[src/rtl/muxn_rr_reg_if.sv]
// muxn_rr_reg_if: channel-side and consumer-side handshake bundle
// for the N-channel registered round-robin multiplexer.
interface muxn_rr_reg_if #(
    parameter int N     = 8,
    parameter int W     = 8,
    parameter int SEL_W = $clog2(N)
);
    logic [N*W-1:0]   in_data;
    logic [N-1:0]     in_valid;
    logic [N-1:0]     in_ready;
    logic             mode;
    logic [SEL_W-1:0] sel;
    logic [W-1:0]     out_data;
    logic             out_valid;
    logic             out_ready;
    logic [SEL_W-1:0] out_ch;
    logic             sel_err;

    modport master (
        output in_data, in_valid, mode, sel, out_ready,
        input  in_ready, out_data, out_valid, out_ch, sel_err
    );

    modport slave (
        input  in_data, in_valid, mode, sel, out_ready,
        output in_ready, out_data, out_valid, out_ch, sel_err
    );
endinterface

[src/rtl/muxn_rr_reg.sv]
// muxn_rr_reg: N-channel W-bit multiplexer, direct or round-robin
// select, one-entry output register with valid/ready on both sides.
module muxn_rr_reg #(
    parameter int N     = 8,
    parameter int W     = 8,
    parameter int SEL_W = $clog2(N)
) (
    input logic         clk,
    input logic         rst,
    muxn_rr_reg_if.slave bus
);
    logic [W-1:0]     out_data_q, out_data_d;
    logic [SEL_W-1:0] out_ch_q, out_ch_d;
    logic             out_valid_q, out_valid_d;
    logic             sel_err_q, sel_err_d;
    logic [SEL_W-1:0] ptr_q, ptr_d;

    logic [N-1:0]     grant;
    logic [SEL_W-1:0] gidx;
    logic             gany;
    logic             sel_ok;
    logic             load_en;
    logic             xfer;

    // Register may refill in the same cycle it is drained.
    assign load_en = !out_valid_q || bus.out_ready;
    assign sel_ok  = int'(bus.sel) < N;
    assign xfer    = !rst && gany && load_en;

    // Grant: direct index, or first valid channel at/after ptr.
    always_comb begin : grant_p
        int k;
        k     = 0;
        grant = '0;
        gidx  = '0;
        gany  = 1'b0;
        if (!bus.mode) begin
            if (sel_ok && bus.in_valid[bus.sel]) begin
                gany = 1'b1;
                gidx = bus.sel;
            end
        end else begin
            // Descending so the nearest channel to ptr wins last.
            for (int i = N - 1; i >= 0; i--) begin
                k = int'(ptr_q) + i;
                if (k >= N) k = k - N;
                if (bus.in_valid[k]) begin
                    gany = 1'b1;
                    gidx = SEL_W'(k);
                end
            end
        end
        if (gany) grant[gidx] = 1'b1;
    end

    assign bus.in_ready = rst ? '0 : (grant & {N{load_en}});

    // Next state of the output register and round-robin pointer.
    always_comb begin
        out_data_d  = out_data_q;
        out_ch_d    = out_ch_q;
        out_valid_d = out_valid_q;
        ptr_d       = ptr_q;
        sel_err_d   = !bus.mode && !sel_ok;
        if (xfer) begin
            out_data_d  = bus.in_data[int'(gidx)*W +: W];
            out_ch_d    = gidx;
            out_valid_d = 1'b1;
            if (bus.mode) begin
                ptr_d = (int'(gidx) == N - 1) ? '0 : gidx + 1'b1;
            end
        end else if (bus.out_ready) begin
            out_valid_d = 1'b0;
        end
    end

    // State update; reset discards any held word.
    always_ff @(posedge clk) begin
        if (rst) begin
            out_data_q  <= '0;
            out_ch_q    <= '0;
            out_valid_q <= 1'b0;
            sel_err_q   <= 1'b0;
            ptr_q       <= '0;
        end else begin
            out_data_q  <= out_data_d;
            out_ch_q    <= out_ch_d;
            out_valid_q <= out_valid_d;
            sel_err_q   <= sel_err_d;
            ptr_q       <= ptr_d;
        end
    end

    assign bus.out_data  = out_data_q;
    assign bus.out_ch    = out_ch_q;
    assign bus.out_valid = out_valid_q;
    assign bus.sel_err   = sel_err_q;
endmodule

[src/flat_wrapper.sv]
// flat-port wrapper written by rule: the top's interface ports become plain ports
module muxn_rr_reg_flat 
#(
    parameter int N     = 8,
    parameter int W     = 8,
    parameter int SEL_W = $clog2(N)
)
  (clk, rst, bus_in_data, bus_in_valid, bus_mode, bus_sel, bus_out_ready, bus_in_ready, bus_out_data, bus_out_valid, bus_out_ch, bus_sel_err);
  muxn_rr_reg_if #(.N(N), .W(W), .SEL_W(SEL_W)) bus_i ();
  input logic clk;
  input logic rst;
  input wire logic [$bits(bus_i.in_data)-1:0] bus_in_data;
  input wire logic [$bits(bus_i.in_valid)-1:0] bus_in_valid;
  input wire logic [$bits(bus_i.mode)-1:0] bus_mode;
  input wire logic [$bits(bus_i.sel)-1:0] bus_sel;
  input wire logic [$bits(bus_i.out_ready)-1:0] bus_out_ready;
  output wire logic [$bits(bus_i.in_ready)-1:0] bus_in_ready;
  output wire logic [$bits(bus_i.out_data)-1:0] bus_out_data;
  output wire logic [$bits(bus_i.out_valid)-1:0] bus_out_valid;
  output wire logic [$bits(bus_i.out_ch)-1:0] bus_out_ch;
  output wire logic [$bits(bus_i.sel_err)-1:0] bus_sel_err;
  assign bus_i.in_data = bus_in_data;
  assign bus_i.in_valid = bus_in_valid;
  assign bus_i.mode = bus_mode;
  assign bus_i.sel = bus_sel;
  assign bus_i.out_ready = bus_out_ready;
  assign bus_in_ready = bus_i.in_ready;
  assign bus_out_data = bus_i.out_data;
  assign bus_out_valid = bus_i.out_valid;
  assign bus_out_ch = bus_i.out_ch;
  assign bus_sel_err = bus_i.sel_err;
  muxn_rr_reg #(.N(N), .W(W), .SEL_W(SEL_W)) u_core (.clk(clk), .rst(rst), .bus(bus_i));
endmodule
[config.mk]
export PLATFORM = sky130hd
export DESIGN_NAME = muxn_rr_reg_flat
export DESIGN_NICKNAME = d
export VERILOG_FILES = /design/src/rtl/muxn_rr_reg_if.sv /design/src/rtl/muxn_rr_reg.sv /design/src/flat_wrapper.sv
export SDC_FILE = /design/constraint.sdc
export NUM_CORES = 1
export LEC_CHECK = 0
export ABC_CLOCK_PERIOD_IN_PS = 6000
export CORE_MARGIN = 10
export CORE_UTILIZATION = 45
export CTS_BUF_LIST = sky130_fd_sc_hd__clkbuf_4 sky130_fd_sc_hd__clkbuf_8
export DETAILED_ROUTE_END_ITERATION = 12
export PLACE_DENSITY_LB_ADDON = 0.3
export REMOVE_ABC_BUFFERS = 1
export SYNTH_ARGS = -nofsm -noshare
export SYNTH_HDL_FRONTEND = slang
export SYNTH_SLANG_ARGS = --single-unit
[constraint.sdc]
create_clock -name clk -period 6 [get_ports clk]
set_input_delay 1.8 -clock clk [delete_from_list [all_inputs] [get_ports clk]]
set_output_delay 1.8 -clock clk [all_outputs]
set_load 0.1 [all_outputs]
==> flow_metrics.tcl, run 1 <==
set metrics [dict create \
    reg2reg_slack_ns 2.13 \
    dpl.cell_count 581 \
    critical_path_required_ns 4.20 \
    async_flop_share_pct 0 \
    p_sw_share_pct 49.6 \
    start_util_pct 45.9 \
    setup.worst_path.end "bus_in_ready[5]" \
    p_per_area_mw_per_mm2 192 \
    io_buffers 98 \
    worst_slew_pin_slew_ns 1.04 \
    die_h_um 103 \
    yosysWarningCount 0 \
    area_delta_synth_final_pct 52.8 \
    synth_area_mm2 0.00308 \
    power.total_mw 0.904 \
    start_kind "input pin" \
    p_leak_nw 1.69 \
    drv_slew 0 \
    root_buffer "clkbuf_8" \
    fin_cells 593 \
    grt_pass1_wl_um 19700 \
    drive_above_1_share_pct 30.6 \
    startpoint "bus_in_valid[7]" \
    hold_ws_ns 0.496 \
    ant_nets 0 \
    cap_viol_max_count 0 \
    die_x_um 103 \
    slew_headroom_pct 30.8 \
    ir_worst_vdd_mv 0.0782 \
    synth-seq-area-share_pct 9.74 \
    design_area_mm2 0.00471 \
    switchingPower_mw 0.448 \
    synth_edf_count 0 \
    fin_ws_ns 0.0711 \
    viasPerCell 6.59 \
    pre_cts_slack_ns -0.450 \
    ys_types 66 \
    max_freq_mhz 169 \
    finalCritPeriodShare_pct 98.8 \
    endpoint_kind "output pin" \
    clock_path_buffers 2 \
    htree_levels 1 \
    skew_ns 0.00407 \
    finalHoldViolations 0 \
    dieArea_mm2 0.0106 \
    ios 100 \
    firstDrtPassIters 5 \
    cts_tree "built" \
    synth_seq_cells 15 \
    drt-wirelength-per-cell_um 21.0 \
    clk_pin_slew_ns 0.07 \
    grt_max_degree 33 \
    grt_pass1_vias 3876 \
    power_frac_seq_pct 13.2 \
    gp_congestion 0.933 \
    antenna_found_initial 0 \
    p_int_mw 0.456 \
    num_vias 3908 \
    clock_latency_ns 0.25 \
    cts_sinks 15 \
    path_class "input pin to output pin" \
    synth.avg_cell_area_um2 7.93 \
    place_area_mm2 0.00445 \
    critPathArrivalTime_ns 4.13 \
    ff2ff_path_depth 12 \
    drt-initial-drc-count 339 \
    num_rows 30 \
    period_needed_ns 5.93 \
    synthFlopType "dfxtp_1" \
    nNetsFinal 595 \
    r2r_end "u_core.bus.out_data[4]$_SDFFE_PP0P_" \
    rsz0062_at_grt "no" \
    r2r_start "u_core.ptr_q[1]$_SDFFE_PP0P_" \
    dp_hpwl_um 8810 \
    antennaDiodeCount 0 \
    gr-total-overflow 0 \
    status "finished clean" \
    cts_buffers 3 \
    routed_wl_um 12500 \
    drc 0 \
    setup_violations 0 \
    holdPathStages 2 \
    combPwrFrac_pct 76.7 \
    core_mm2 0.00672 \
    synth_cells 389 \
    clockPowerShare_pct 10.0 \
    hold_class "flop to flop" \
    path_max_fanout 7 \
    track_usage_pct 22.4 \
]
==> cell families (layout without fill, tap and decap cells) <==
logic type / after synthesis / in the layout / synth area share, %
compound gates: 168 / 168 / 40.9
xor+xnor: 3 / 3 / 1.10
fa+ha+maj: 2 / 2 / 0.811
buf+inv: 52 / 176 / 8.92
flops: 15 / 15 / 9.74
mux: 53 / 53 / 22.4
other cells: 1 / 1 / 0.122
simple gates: 95 / 95 / 16.0
==> power groups by stage <==
stage	Sequential, mW	Combinational [mW]	Clock (mW)
6_report	0.119	0.694	0.0908
5_1_grt	0.121	0.734	0.0959
4_1_cts	0.119	0.652	0.0903
3_5_place_dp	0.121	0.626	0
3_3_place_gp	0.121	0.613	0
2_1_floorplan	0.196	0.315	0
==> worst min-delay path by stage <==
stage,from,endpoint,slack (ns)
floorplan,u_core.ptr_q[1]$_SDFFE_PP0P_,u_core.ptr_q[1]$_SDFFE_PP0P_,0.69
global placement,u_core.bus.out_ch[1]$_SDFFE_PP0P_,u_core.bus.out_ch[1]$_SDFFE_PP0P_,0.48
detailed placement,u_core.bus.out_ch[2]$_SDFFE_PP0P_,u_core.bus.out_ch[2]$_SDFFE_PP0P_,0.49
CTS,u_core.bus.out_ch[2]$_SDFFE_PP0P_,u_core.bus.out_ch[2]$_SDFFE_PP0P_,0.50
global route,u_core.bus.out_ch[1]$_SDFFE_PP0P_,u_core.bus.out_ch[1]$_SDFFE_PP0P_,0.53
finish,u_core.bus.out_ch[2]$_SDFFE_PP0P_,u_core.bus.out_ch[2]$_SDFFE_PP0P_,0.50
==> area by class of cell <==
class,count,area [µm²]
fillers,513,2010
multi-input cells,322,2700
flip-flops and latches,15,300
well taps,80,100
clock buffers,4,48.8
inverters,8,30.0
repair buffers,164,1530
==> per-layer routing <==
layer | wire (µm) | track usage, %
met1 | 5060 | 27.4
met2 | 6140 | 39.8
met3 | 977 | 2.61
met4 | 277 | 7.17
met5 | 0 | 0
==> synth_stat cells (6+ instances only) <==
master,count,area share (%)
mux4_2,10,7.3
a21oi_1,9,1.5
buf_2,7,1.1
mux2i_1,32,10
nand3_1,37,6.0
and2_1,7,1.4
o211ai_1,66,16
o21bai_1,8,1.9
o21ai_0,40,6.5
clkbuf_1,24,2.9
nor2_1,17,2.1
dfxtp_1,15,9.7
inv_1,7,0.85
mux2_2,8,2.9
nand2_1,8,0.97
a221oi_2,8,3.9
buf_4,6,1.5
==> through the flow <==
stage                      TNS [ns]  utilization, %
after floorplan               -9.70               -
after global placement        -2.56            66.2
after detailed placement      -3.00            66.2
after CTS                 -0.000848            68.6
after global routing              0            70.1
final                             0            70.1
==> cells in the final DEF (no fill, tap or decap), types with 6 or more instances in the layout <==
cell and instances:
nand3_1 37, mux2_2 8, clkdlybuf4s50_1 81, nand2_1 8, buf_4 62, mux4_2 11, o21bai_1 8, buf_12 8
and2_4 6, a21oi_1 8, o21ai_0 40, clkbuf_2 7, a221oi_2 9, mux2i_1 28, inv_1 7, nor2_1 13
o211ai_1 66, dfxtp_1 15
==> flip-flops by register name, summed over array words and instances (netlist names) <==
| name | count |
|---|---|
| u_core.bus.out_data | 8 |
| u_core.ptr_q | 3 |
| u_core.bus.out_valid | 1 |
| u_core.bus.out_ch | 3 |
==> what timing repair did <==
action | in CTS | in global routing
pin swaps | 9 | 14
buffers inserted | 6 | 3
endpoints found under the setup margin | 8 | 8
hold buffers | 0 | 0
resized for setup | 37 | 36
hold endpoints to repair | 0 | 0
==> critical path, stage by stage <==
cell and delay, ns:
clkbuf_2 0.13, buf_4 0.16, mux4_2 0.55, mux2i_4 0.21, buf_4 0.15, o2111ai_2 0.12, nor2_2 0.19, o21a_4 0.20
or2_4 0.16, and4b_2 0.28, buf_12 0.18
Note: power is estimated with default switching activity, not from simulation.
==> run 2, diff against run 1 <==
--- a/config.mk
+++ b/config.mk
@@ -15,3 +15,4 @@
 export SYNTH_ARGS = -nofsm -noshare
 export SYNTH_HDL_FRONTEND = slang
 export SYNTH_SLANG_ARGS = --single-unit
+export TNS_END_PERCENT = 20
==> flow_metrics.tcl, run 2 (synthesis gave the netlist of run 1 again) <==
set metrics [dict create \
    place_area_mm2 0.00445 \
    cts_tree "built" \
    start_util_pct 45.9 \
    hold_ws_ns 0.499 \
    htree_levels 1 \
    crit_path_top_delay_cell "mux4_2" \
    dp_hpwl_um 8810 \
    final_cell_mix "81 x clkdlybuf4s50_1, 66 x o211ai_1, 60 x buf_4" \
    p_leak_nw 1.65 \
    path_max_fanout 7 \
    drt-initial-drc-count 400 \
    endpoint_kind "output pin" \
    setup_violations 0 \
    cap_viol_max_count 0 \
    rsz0062_at_grt "no" \
    max_freq_mhz 169 \
    num_vias 3909 \
    cts_buffers 3 \
    critPathArrivalTime_ns 4.10 \
    worst_slew_pin_slew_ns 1.04 \
    critPathMaxStageDelay_ns 0.55 \
    hold_class "flop to flop" \
    track_usage_pct 22.0 \
    drv_slew 0 \
    ir_worst_vdd_mv 0.0801 \
    root_buffer "clkbuf_8" \
    num_rows 30 \
    slew_headroom_pct 30.6 \
    design_area_mm2 0.00460 \
    die_x_um 103 \
    core_mm2 0.00672 \
    pre_cts_slack_ns -0.450 \
    clock_path_buffers 2 \
    grt_pass1_wl_um 19400 \
    firstDrtPassIters 5 \
    io_buffers 98 \
    ios 100 \
    gp_congestion 0.933 \
    crit_chain "clkbuf_2 > buf_4 > mux4_2 > mux2i_4 > o211ai_1 > a221o_1 > buf_4 > nand2_2 > and4b_2 > buf_12" \
    die_h_um 103 \
    gr-total-overflow 0 \
    viasPerCell 6.65 \
    dieArea_mm2 0.0106 \
    clock_latency_ns 0.25 \
    grt_max_degree 33 \
    antennaDiodeCount 0 \
    period_needed_ns 5.90 \
    start_kind "input pin" \
    drive_above_1_share_pct 28.5 \
    fin_ws_ns 0.0983 \
    drt-wirelength-per-cell_um 20.6 \
    finalHoldViolations 0 \
    critical_path_required_ns 4.20 \
    skew_ns 0.000911 \
    area_delta_synth_final_pct 49.2 \
    final_util_pct 68.5 \
    finalCritPeriodShare_pct 98.4 \
    status "finished clean" \
    clk_pin_slew_ns 0.06 \
    largest_register_ff_count 8 \
    drc 0 \
    path_class "input pin to output pin" \
    nNetsFinal 590 \
    p_per_area_mw_per_mm2 190 \
    grt_pass1_vias 3825 \
    cp_common_cell "buf_4" \
    antenna_found_initial 1 \
    ant_nets 0 \
    ctsHoldBuffers 0 \
    routed_wl_um 12100 \
    final_common_cell "clkdlybuf4s50_1" \
    cts_sinks 15 \
    power.total_mw 0.876 \
]
==> run 2: cell count changes in the layout (fill, tap and decap cells not counted), sizes merged <==
cell / before / now
buf: 75 / 69
clkbuf: 11 / 12
==> run 2: routing by layer <==
| metal | vias to the layer above | GRT usage (%) | part of all wire (%) |
|---|---|---|---|
| met1 | 1866 | 26.7 | 39 |
| met4 | 0 | 6.20 | 2.4 |
| li1 | 1785 | - | - |
| met2 | 230 | 39.6 | 50 |
| met3 | 28 | 2.95 | 8.6 |
| met5 | - | 0 | 0 |
==> run 2: layout make-up <==
class	count	area (µm²)
multi-input combinational	322	2630
timing repair buffer	159	1490
inverter	8	30.0
sequential	15	300
clock buffer	4	48.8
tap	80	100
fill	536	2120
==> run 2: worst max-delay path, delay by kind of cell <==
family,cells,cell delay [ns]
and+or+nand+nor,2,0.42
AOI/OAI and AO/OA,2,0.46
muxes,2,0.80
buffers and inverters,4,0.62
==> run 2: path summary, 6_finish.rpt <==
check,from,endpoint,slack (ns),cells past startpoint
max,bus_in_valid[7],bus_in_ready[5],0.1,10
min,u_core.bus.out_ch[2]$_SDFFE_PP0P_,u_core.bus.out_ch[2]$_SDFFE_PP0P_,0.50,2
max reg2reg,u_core.ptr_q[1]$_SDFFE_PP0P_,u_core.bus.out_data[4]$_SDFFE_PP0P_,2.12,12
min reg2reg,u_core.bus.out_ch[2]$_SDFFE_PP0P_,u_core.bus.out_ch[2]$_SDFFE_PP0P_,0.50,2
==> run 2: timing repair <==
item | CTS | global route
resized for setup | 27 | 30
setup buffers | 4 | 0
endpoints found under the setup margin | 8 | 8
pin swaps | 5 | 5
==> run 2: stage by stage <==
| stage | instances | setup TNS [ns] |
|---|---|---|
| after CTS | 589 | -0.0911 |
| after global routing | 588 | 0 |
| after global placement | 581 | -2.56 |
| final | 588 | 0 |
| after detailed placement | 581 | -3.00 |
| after floorplan | 345 | -9.70 |
==> run 2: report_power, final <==
part / switching (mW) / leakage [nW] / total [mW] / internal (mW)
sequential: 0.00863 / 0.124 / 0.120 / 0.111
combinational: 0.388 / 1.50 / 0.668 / 0.280
clock: 0.0371 / 0.0262 / 0.0886 / 0.0515
